`config.mk`:
```
export PLATFORM = sky130hd
export DESIGN_NAME = move_input_conditioner_flat
export DESIGN_NICKNAME = d
export VERILOG_FILES = /design/src/rtl/move_input_conditioner_if.sv /design/src/rtl/move_input_conditioner.sv /design/src/flat_wrapper.sv
export SDC_FILE = /design/constraint.sdc
export NUM_CORES = 1
export LEC_CHECK = 0
export CORE_AREA = 3 3 120 76
export DETAILED_ROUTE_END_ITERATION = 8
export DIE_AREA = 0 0 123 79
export PLACE_DENSITY = 0.81
export SYNTH_ARGS = -nofsm -noshare
export SYNTH_HDL_FRONTEND = slang
export SYNTH_SLANG_ARGS = --single-unit
```
`constraint.sdc`:
```
create_clock -name clk_i -period 5.4 [get_ports clk_i]
set_input_delay 0.81 -clock clk_i [delete_from_list [all_inputs] [get_ports clk_i]]
set_output_delay 0.81 -clock clk_i [all_outputs]
set_load 0.02 [all_outputs]
```
`src/rtl/move_input_conditioner_if.sv`:
```
// Move command handshake between the input conditioner (master) and the game FSM (slave).
//   move_valid : a move is pending (master -> slave)
//   move_dir   : 00 right, 01 up, 10 down, 11 left; stable while move_valid (master -> slave)
//   move_ready : slave accepts the pending move this cycle (slave -> master)
interface move_input_conditioner_if;
  logic       move_valid;
  logic       move_ready;
  logic [1:0] move_dir;

  modport master (
    output move_valid,
    output move_dir,
    input  move_ready
  );

  modport slave (
    input  move_valid,
    input  move_dir,
    output move_ready
  );
endinterface

```
`src/rtl/move_input_conditioner.sv`:
```
// Front end of the 2048 game: turns four raw active-low push buttons into clean,
// one-per-press move commands.
// Per button: 2-flop synchronizer, counter debouncer, press-edge detector. A small FSM
// holds one pending move until accepted, counts presses dropped while pending, then
// blocks new moves until every button is released.
// Optional build macro AUTO_REPEAT_EN: while a single button matching the last move stays
// held, a new move of the same direction is issued every REPEAT_CYCLES cycles.
// Ports:
//   clk_i           system clock, rising edge
//   rst_ni          synchronous reset, active-low
//   buttons_i       raw buttons, active-low; [3] left, [2] down, [1] up, [0] right
//   move_if         master side of the move handshake (valid/dir out, ready in)
//   buttons_clean_o debounced levels, active-high
//   drop_count_o    presses discarded while a move was pending, saturating at 255
module move_input_conditioner #(
  parameter int unsigned DEBOUNCE_CYCLES = 500000,
  parameter int unsigned CNT_W           = 20,
  parameter int unsigned REPEAT_CYCLES   = 1000000
) (
  input  logic                           clk_i,
  input  logic                           rst_ni,
  input  logic [3:0]                     buttons_i,
  move_input_conditioner_if.master       move_if,
  output logic [3:0]                     buttons_clean_o,
  output logic [7:0]                     drop_count_o
);

  localparam logic [CNT_W-1:0] DebMax = CNT_W'(DEBOUNCE_CYCLES - 1);

  // Elaboration-time parameter sanity checks.
  if (DEBOUNCE_CYCLES < 2) begin : g_chk_deb
    $error("DEBOUNCE_CYCLES must be at least 2");
  end
  if (REPEAT_CYCLES == 0) begin : g_chk_rep
    $error("REPEAT_CYCLES must be non-zero");
  end

  typedef enum logic [1:0] {StIdle, StPending, StWaitRelease} state_e;

  logic [3:0]       sync1_q, sync2_q;
  logic [3:0]       clean_q, clean_d, clean_dly_q;
  logic [CNT_W-1:0] cnt_q [4];
  logic [CNT_W-1:0] cnt_d [4];
  logic [3:0]       rise;
  logic [1:0]       prio_dir;

  state_e     state_q;
  logic       valid_q;
  logic [1:0] dir_q;
  logic [7:0] drop_q;

`ifdef AUTO_REPEAT_EN
  localparam logic [CNT_W-1:0] RepMax = CNT_W'(REPEAT_CYCLES - 1);
  logic [CNT_W-1:0] rep_q;
`endif

  // Debounce: a level change is taken only after DEBOUNCE_CYCLES consecutive differing
  // samples; any agreeing sample restarts the count.
  always_comb begin
    clean_d = clean_q;
    for (int i = 0; i < 4; i++) begin
      cnt_d[i] = '0;
      if (sync2_q[i] != clean_q[i]) begin
        if (cnt_q[i] == DebMax) begin
          clean_d[i] = sync2_q[i];
        end else begin
          cnt_d[i] = cnt_q[i] + 1'b1;
        end
      end
    end
  end

  assign rise = clean_q & ~clean_dly_q;

  // Simultaneous presses: left > down > up > right.
  always_comb begin
    prio_dir = 2'd0;
    if (rise[3])      prio_dir = 2'd3;
    else if (rise[2]) prio_dir = 2'd2;
    else if (rise[1]) prio_dir = 2'd1;
  end

  always_ff @(posedge clk_i) begin
    if (!rst_ni) begin
      sync1_q     <= '0;
      sync2_q     <= '0;
      clean_q     <= '0;
      clean_dly_q <= '0;
      for (int i = 0; i < 4; i++) cnt_q[i] <= '0;
    end else begin
      sync1_q     <= ~buttons_i;
      sync2_q     <= sync1_q;
      clean_q     <= clean_d;
      clean_dly_q <= clean_q;
      for (int i = 0; i < 4; i++) cnt_q[i] <= cnt_d[i];
    end
  end

  always_ff @(posedge clk_i) begin
    if (!rst_ni) begin
      state_q <= StIdle;
      valid_q <= 1'b0;
      dir_q   <= 2'd0;
      drop_q  <= 8'd0;
`ifdef AUTO_REPEAT_EN
      rep_q   <= '0;
`endif
    end else begin
      case (state_q)
        StIdle: begin
          if (|rise) begin
            dir_q   <= prio_dir;
            valid_q <= 1'b1;
            state_q <= StPending;
          end
        end
        StPending: begin
          // A press seen in the accept cycle is still a drop.
          if (|rise && drop_q != 8'hFF) drop_q <= drop_q + 8'd1;
          if (move_if.move_ready) begin
            valid_q <= 1'b0;
            state_q <= StWaitRelease;
          end
        end
        StWaitRelease: begin
`ifdef AUTO_REPEAT_EN
          if (clean_q == 4'd0) begin
            rep_q   <= '0;
            state_q <= StIdle;
          end else if (clean_q != clean_dly_q || clean_q != (4'd1 << dir_q)) begin
            rep_q <= '0;
          end else if (rep_q == RepMax) begin
            rep_q   <= '0;
            valid_q <= 1'b1;
            state_q <= StPending;
          end else begin
            rep_q <= rep_q + 1'b1;
          end
`else
          if (clean_q == 4'd0) state_q <= StIdle;
`endif
        end
        default: state_q <= StIdle;
      endcase
    end
  end

  assign move_if.move_valid = valid_q;
  assign move_if.move_dir   = dir_q;
  assign buttons_clean_o    = clean_q;
  assign drop_count_o       = drop_q;

endmodule

```
`src/flat_wrapper.sv`:
```
// flat-port wrapper written by rule: the top's interface ports become plain ports
module move_input_conditioner_flat 
#(
  parameter int unsigned DEBOUNCE_CYCLES = 500000,
  parameter int unsigned CNT_W           = 20,
  parameter int unsigned REPEAT_CYCLES   = 1000000
)
  (clk_i, rst_ni, buttons_i, buttons_clean_o, drop_count_o, move_if_move_valid, move_if_move_dir, move_if_move_ready);
  move_input_conditioner_if move_if_i ();
  input  logic clk_i;
  input  logic rst_ni;
  input  logic [3:0] buttons_i;
  output logic [3:0] buttons_clean_o;
  output logic [7:0] drop_count_o;
  output wire logic [$bits(move_if_i.move_valid)-1:0] move_if_move_valid;
  output wire logic [$bits(move_if_i.move_dir)-1:0] move_if_move_dir;
  input wire logic [$bits(move_if_i.move_ready)-1:0] move_if_move_ready;
  assign move_if_move_valid = move_if_i.move_valid;
  assign move_if_move_dir = move_if_i.move_dir;
  assign move_if_i.move_ready = move_if_move_ready;
  move_input_conditioner #(.DEBOUNCE_CYCLES(DEBOUNCE_CYCLES), .CNT_W(CNT_W), .REPEAT_CYCLES(REPEAT_CYCLES)) u_core (.clk_i(clk_i), .rst_ni(rst_ni), .buttons_i(buttons_i), .move_if(move_if_i), .buttons_clean_o(buttons_clean_o), .drop_count_o(drop_count_o));
endmodule
```
==> impl_metrics.tcl, run 1 <==
set metrics [dict create \
    status "completed" \
    first_iter_violations 352 \
    critical_path_buf_inv_count 3 \
    cts.clk_slew.worst_paths_ps 70 \
    place.detailed.instances 669 \
    timing.rr.start "u_core.cnt_q[0][60]" \
    numPortBuffers 21 \
    number_of_library_cell_types_mapped_by_synthesis 46 \
    detail_route.wl_per_cell_um 14.4 \
    clock_buffer_count_from_cts 9 \
    design.core.area_um2 7910 \
    worst_slew_margin_rel_pct 49.3 \
    final_standard_cell_count_with_taps_included_and_fillers_excluded 685 \
    async_flop_share_pct 0 \
    via_per_inst 5.83 \
    drc 0 \
    unrepaired_setup_endpoints_after_global_routing "false" \
    grt.overflow.total 0 \
    synth_top_family_by_area "simple AND/OR/NAND/NOR gates" \
    synthesis.instances 555 \
    crit_path_start_kind "primary input" \
    fillers 607 \
    synth_nets 567 \
    synth_top_area_share_pct 45.2 \
    die_x_um 123 \
    synth-edff-count 0 \
    final.period_utilization_pct 47.9 \
    setup.worst_path.class "in -> reg" \
    die_h_um 79 \
    syn-cell-area_um2 4820 \
    die_area_um2 9720 \
    leakagePower_nw 1.59 \
    post_synth_mux_area_share_pct 0.623 \
    hold_path_startpoint "u_core.sync1_q[2]" \
    yosys.area.top_type "sky130_fd_sc_hd__dfxtp_1" \
    yosysSeqAreaShare_pct 45.2 \
    power.density_nw_per_um2 288 \
    clock_latency_on_the_worst_skew_pair_ps 350 \
    final-seq-area_um2 2180 \
    vias_in_the_first_global_route 3611 \
    timing.hold.worst.class "reg -> reg" \
    detailed_route_wl_mm 9.83 \
    post_synth_and_or_nand_nor_area_fraction_pct 30.0 \
    reg2reg_to "u_core.cnt_q[0][72]" \
    crit_arrival_ps 2870 \
    grt_pass1_wl_mm 16.7 \
    totalNegativeSetupSlack_ps 0 \
    tritoncts "done" \
    worst-r2r-setup-slack_ps 3080 \
    design.portCount 22 \
    max_clock_freq_mhz 386 \
    cpMaxStageDelayCell "sky130_fd_sc_hd__clkdlybuf4s50_1" \
    vias 3991 \
    crit_path_largest_cell_delay_ps 960 \
    initial_antenna_violation_count 0 \
    dp_hpwl_mm 6.80 \
    skew_ps 5.83 \
    cts_post_setup_buffers_inserted 0 \
    ys_ff_latch 109 \
    time_the_worst_path_needs_with_i_o_delays_and_setup_ps 2590 \
    number_of_instances_on_the_worst_hold_path 1 \
    max-cap-violations 0 \
    tightestPinTransition_ps 759 \
    drt-pass1-iter-count 5 \
    timing.final.setup_violations 0 \
    post_synth_fa_ha_maj_area_fraction_pct 1.30 \
    multiInputGateArea_um2 2470 \
    clockBufferDepth 2 \
    drt.antenna.violating_nets 0 \
    grt_start_max_net_pins 24 \
    worst_ep_required_time_ps 5680 \
    ir_worst_vdd_uv 198 \
    postSynth.topFlopCell "sky130_fd_sc_hd__dfxtp_1" \
    post_cts_resized 0 \
    synth-compound-area-share_pct 9.36 \
    post_route_cells_drive_above_1_share_pct 4.85 \
    synth-xor-area-share_pct 9.99 \
    mostFrequentLayoutCells "sky130_fd_sc_hd__dfxtp_1, sky130_fd_sc_hd__nor2_1, sky130_fd_sc_hd__xnor2_1, sky130_fd_sc_hd__nand2_1, sky130_fd_sc_hd__a21oi_1" \
    end_kind "flop" \
    timing.critical_path.cells "clkdlybuf4s50_1 > inv_1 > nor2_1 > o21ai_1 > buf_4 > a21oi_1" \
    cts_hold_repair.buffers 0 \
    gp_routability_congestion 0.874 \
    netlist_top_cells_area "sky130_fd_sc_hd__dfxtp_1, sky130_fd_sc_hd__xnor2_1, sky130_fd_sc_hd__nor2_1" \
    cts.htree.levels 3 \
    timing.critical_path.max_delay_family "buffers and inverters" \
    initial_cell_density_of_the_core_pct 60.9 \
    grtUsageTotal_pct 21.4 \
    rows 25 \
    hold_viol 0 \
    cell_chosen_for_the_clock_root "sky130_fd_sc_hd__clkbuf_16" \
    final_net_count 584 \
    final_max_slew_viol_count 0 \
    post_synth.cell_area_avg_um2 8.69 \
    antennaDiodeCount 0 \
    r2r_cells 5 \
    cts_num_sinks 109 \
    area.growth.synth_to_final_pct 12.7 \
    hold_end "u_core.sync2_q[2]" \
    yosys_warnings 0 \
    mostFrequentLayoutCell "sky130_fd_sc_hd__dfxtp_1" \
    timing.critical_path.fanout_max 23 \
]
worst max path at each step:
| stage | endpoint | slack, ps | cells after the start | from |
|---|---|---|---|---|
| 2_1_floorplan | u_core.cnt_q[0][58] | 3420 | 6 | u_core.cnt_q[0][40] |
| 3_3_place_gp | u_core.cnt_q[0][18] | 2550 | 6 | rst_ni |
| 3_5_place_dp | u_core.cnt_q[0][18] | 2480 | 6 | rst_ni |
| 4_1_cts | u_core.cnt_q[0][16] | 2800 | 6 | rst_ni |
| 5_1_grt | u_core.cnt_q[0][7] | 2640 | 6 | rst_ni |
| 6_report | u_core.cnt_q[0][16] | 2810 | 6 | rst_ni |
area by class of cell:
type,instances,share of cell area [%]
tap,108,2.49
multi-input combinational,406,45.5
sequential,109,40.1
clock inverter,6,2.05
timing repair buffer,22,4.00
inverter,24,1.66
clock buffer,10,4.21
report_power, final:
group	switching, mW	total (mW)	internal (mW)	leakage (nW)
Sequential	0.00208	0.809	0.807	0.880
Combinational	0.0121	0.0196	0.00754	0.544
Clock	0.287	0.740	0.453	0.163
worst reg2reg max path, delay by kind of cell, from the launching register on:
| kind | cells | cell delay (ps) |
|---|---|---|
| and+or+nand+nor | 3 | 1000 |
| AOI/OAI and AO/OA | 1 | 600 |
| DFF | 1 | 370 |
| adders and majority gates | 1 | 200 |
synthesized netlist by cell type (2+ instances only):
| library cell | instances |
|---|---|
| sky130_fd_sc_hd__o21ai_0 | 15 |
| sky130_fd_sc_hd__clkbuf_1 | 11 |
| sky130_fd_sc_hd__or4_1 | 21 |
| sky130_fd_sc_hd__or4b_1 | 3 |
| sky130_fd_sc_hd__or2_2 | 3 |
| sky130_fd_sc_hd__and2_1 | 8 |
| sky130_fd_sc_hd__xnor2_1 | 42 |
| sky130_fd_sc_hd__nand2b_1 | 8 |
| sky130_fd_sc_hd__xor2_1 | 13 |
| sky130_fd_sc_hd__ha_1 | 5 |
| sky130_fd_sc_hd__buf_2 | 3 |
| sky130_fd_sc_hd__a21oi_1 | 31 |
| sky130_fd_sc_hd__nand2_1 | 36 |
| sky130_fd_sc_hd__nor4_1 | 12 |
| sky130_fd_sc_hd__nand4_1 | 21 |
| sky130_fd_sc_hd__and4_1 | 3 |
| sky130_fd_sc_hd__o21a_1 | 3 |
| sky130_fd_sc_hd__o31ai_1 | 12 |
| sky130_fd_sc_hd__nor4b_1 | 2 |
| sky130_fd_sc_hd__and3_1 | 4 |
| sky130_fd_sc_hd__nor2_1 | 79 |
| sky130_fd_sc_hd__inv_1 | 24 |
| sky130_fd_sc_hd__or4b_2 | 2 |
| sky130_fd_sc_hd__dfxtp_1 | 109 |
| sky130_fd_sc_hd__buf_6 | 2 |
| sky130_fd_sc_hd__or3_1 | 17 |
| sky130_fd_sc_hd__nand4bb_1 | 2 |
| sky130_fd_sc_hd__nor3_1 | 16 |
| sky130_fd_sc_hd__mux2i_1 | 3 |
| sky130_fd_sc_hd__nand3_1 | 29 |
logic make-up (layout without fill, tap and decap cells):
family,after synthesis,in the layout
compound gates,71,71
xor+xnor,55,55
fa+ha+maj,5,5
buf+inv,40,62
flops,109,109
mux,3,3
simple gates,272,272
flip-flops by register name (all words and copies together) (netlist names):
| signal | count |
|---|---|
| u_core.cnt_q | 80 |
| u_core.drop_count_o | 8 |
| u_core.buttons_clean_o | 4 |
| u_core.clean_dly_q | 4 |
| u_core.sync1_q | 4 |
| u_core.sync2_q | 4 |
| u_core.move_if.move_dir | 2 |
| u_core.state_q | 2 |
| u_core.move_if.move_valid | 1 |
routing by layer:
metal / GRT usage [%] / routed length (um)
met3: 6.69 / 507
met1: 29.6 / 4910
met5: 0 / 0
met2: 32.9 / 4320
met4: 4.53 / 95
through the flow:
| stage | setup WS (ps) | cell area [um2] | utilization (%) | power [mW] | hold slack (ps) |
|---|---|---|---|---|---|
| after floorplan | 3420 | 4820 | - | 0.839 | 412 |
| after global placement | 2550 | 5100 | 64.4 | 0.847 | 416 |
| after detailed placement | 2480 | 5100 | 64.4 | 0.847 | 419 |
| after CTS | 2800 | 5440 | 68.7 | 1.58 | 437 |
| after global routing | 2640 | 5440 | 68.7 | 1.62 | 448 |
| final | 2810 | 5440 | 68.7 | 1.57 | 434 |
(Power assumes the default switching activity.)
==> run 2: changes to the inputs <==
clock period = 2.4 ns   (was 5.4 ns; I/O delays follow)
==> run 2 against run 1 <==
Effect of this change: register-to-register slack worse by 2800 ps; highest routed layer unchanged; critical path type is now reg -> reg; via count shrank 0.55%; critical endpoint is now u_core.cnt_q[0][51]; final cell count increased by 1.0%; setup slack worse by 2600 ps.
==> impl_metrics.tcl, run 2 (same netlist as run 1, synthesis figures left out) <==
set metrics [dict create \
    hold_path_startpoint "u_core.sync1_q[1]" \
    drt.antenna.violating_nets 0 \
    wl_met3_um 480 \
    timing.critical_path.fanout_max 19 \
    worst_hold_slack_ps 444 \
    grtUsageTotal_pct 21.3 \
    crit_arrival_ps 2370 \
    cts_post_setup_buffers_inserted 0 \
    top_layer "met4" \
    setup_slack_ps 242 \
    hold_end "u_core.sync2_q[1]" \
    clockBufferDepth 2 \
    gp_routability_congestion 0.823 \
    clock_buffer_count_from_cts 9 \
    initial_cell_density_of_the_core_pct 60.9 \
    tightestPinTransition_ps 525 \
    hold_viol 0 \
    tritoncts "done" \
    r2r_cells 4 \
    vias_in_the_first_global_route 3593 \
    cts_hold_repair.buffers 0 \
    number_of_instances_on_the_worst_hold_path 1 \
    die_x_um 123 \
    worst-r2r-setup-slack_ps 240 \
    met1Wirelength_mm 4.88 \
    time_the_worst_path_needs_with_i_o_delays_and_setup_ps 2160 \
    detail_route.wl_per_cell_um 14.2 \
    vias 3969 \
    timing.rr.start "u_core.cnt_q[0][52]" \
    mostFrequentLayoutCell "sky130_fd_sc_hd__dfxtp_1" \
    initial_antenna_violation_count 0 \
    final_max_slew_viol_count 0 \
    final.period_utilization_pct 89.9 \
    design.portCount 22 \
    cts.htree.levels 3 \
    max_clock_freq_mhz 463 \
    die_area_um2 9720 \
    clock_latency_on_the_worst_skew_pair_ps 340 \
    grt_start_max_net_pins 21 \
    status "completed" \
    grt.overflow.total 0 \
    worst_ep_required_time_ps 2610 \
    mostFrequentLayoutCells "sky130_fd_sc_hd__dfxtp_1, sky130_fd_sc_hd__nor2_1, sky130_fd_sc_hd__xnor2_1, sky130_fd_sc_hd__nand2_1, sky130_fd_sc_hd__a21oi_1" \
    cts.clk_slew.worst_paths_ps 70 \
    cell_chosen_for_the_clock_root "sky130_fd_sc_hd__clkbuf_16" \
    post_route_cells_drive_above_1_share_pct 5.99 \
    area.growth.synth_to_final_pct 12.1 \
    crit_path_start_kind "flop" \
    ir_worst_vdd_uv 428 \
    leakagePower_nw 1.59 \
    unrepaired_setup_endpoints_after_global_routing "false" \
    post_cts_resized 0 \
    drc 0 \
    numPortBuffers 21 \
    timing.final.setup_violations 0 \
    largest_register "u_core.cnt_q" \
    first_iter_violations 306 \
    worst_slew_margin_rel_pct 64.8 \
    dr_wl_met2_mm 4.35 \
    antennaDiodeCount 0 \
    detailed_place.area_um2 5150 \
    setup.worst_path.class "reg -> reg" \
    design.core.area_um2 7910 \
    finalInstanceArea_um2 5410 \
    pre_cts_slack_ps 246 \
    drt-pass1-iter-count 6 \
    utilization_pct 68.3 \
    rows 25 \
    detailed_route_wl_mm 9.80 \
    final_net_count 591 \
    grt_pass1_wl_mm 16.7 \
    dp_hpwl_mm 6.90 \
    skew_ps 5.66 \
    via_per_inst 5.74 \
    die_h_um 79 \
    max-cap-violations 0 \
    end_kind "flop" \
    largest_register_ffs 80 \
    totalNegativeSetupSlack_ps 0 \
    cts_num_sinks 109 \
    timing.hold.worst.class "reg -> reg" \
    reg2reg_to "u_core.cnt_q[0][51]" \
    power.density_nw_per_um2 589 \
]
==> run 2: through the flow <==
stage | power (mW) | std cells
2_1_floorplan | 1.89 | 555
3_3_place_gp | 1.91 | 676
3_5_place_dp | 1.91 | 676
4_1_cts | 3.21 | 692
5_1_grt | 3.30 | 692
6_report | 3.18 | 692
==> run 2: routing by layer <==
| layer | vias to the layer above | GRT usage, % |
|---|---|---|
| li1 | 2019 | - |
| met1 | 1844 | 29.0 |
| met2 | 97 | 34.0 |
| met3 | 9 | 5.34 |
| met4 | 0 | 5.41 |
| met5 | - | 0 |
==> run 2: power by group <==
part           switching [mW]  leakage [nW]  total [mW]  internal, mW
clock                   0.621         0.136        1.31         0.693
combinational          0.0292         0.574      0.0487        0.0195
sequential            0.00483         0.880        1.82          1.82
total                   0.655          1.59        3.18          2.53
==> run 2: cell type report <==
type                    count  area, um2
multi-input cells         406       2470
well taps                 108        135
clock buffers              10        229
repair buffers             29        270
flip-flops and latches    109       2180
inverters                  24       90.1
fillers                   639       2500
clock inverters             6       30.0
==> run 2: worst max path at each step <==
| stage | from | to | slack (ps) | depth (start not counted) |
|---|---|---|---|---|
| 6_report | u_core.cnt_q[0][52] | u_core.cnt_q[0][51] | 240 | 4 |
| 5_1_grt | u_core.cnt_q[0][40] | u_core.cnt_q[0][58] | 130 | 5 |
| 4_1_cts | u_core.cnt_q[0][52] | u_core.cnt_q[0][51] | 240 | 4 |
| 3_5_place_dp | u_core.cnt_q[0][52] | u_core.cnt_q[0][51] | 250 | 4 |
| 3_3_place_gp | u_core.cnt_q[0][52] | u_core.cnt_q[0][46] | 300 | 4 |
| 2_1_floorplan | u_core.cnt_q[0][40] | u_core.cnt_q[0][58] | 420 | 6 |
==> run 2: worst max-delay path: stages (launching register included) <==
cell                       delay, ps
sky130_fd_sc_hd__dfxtp_1         360
sky130_fd_sc_hd__or4b_1          530
sky130_fd_sc_hd__or4_4           560
sky130_fd_sc_hd__o211ai_4        470
sky130_fd_sc_hd__nor2_1          120
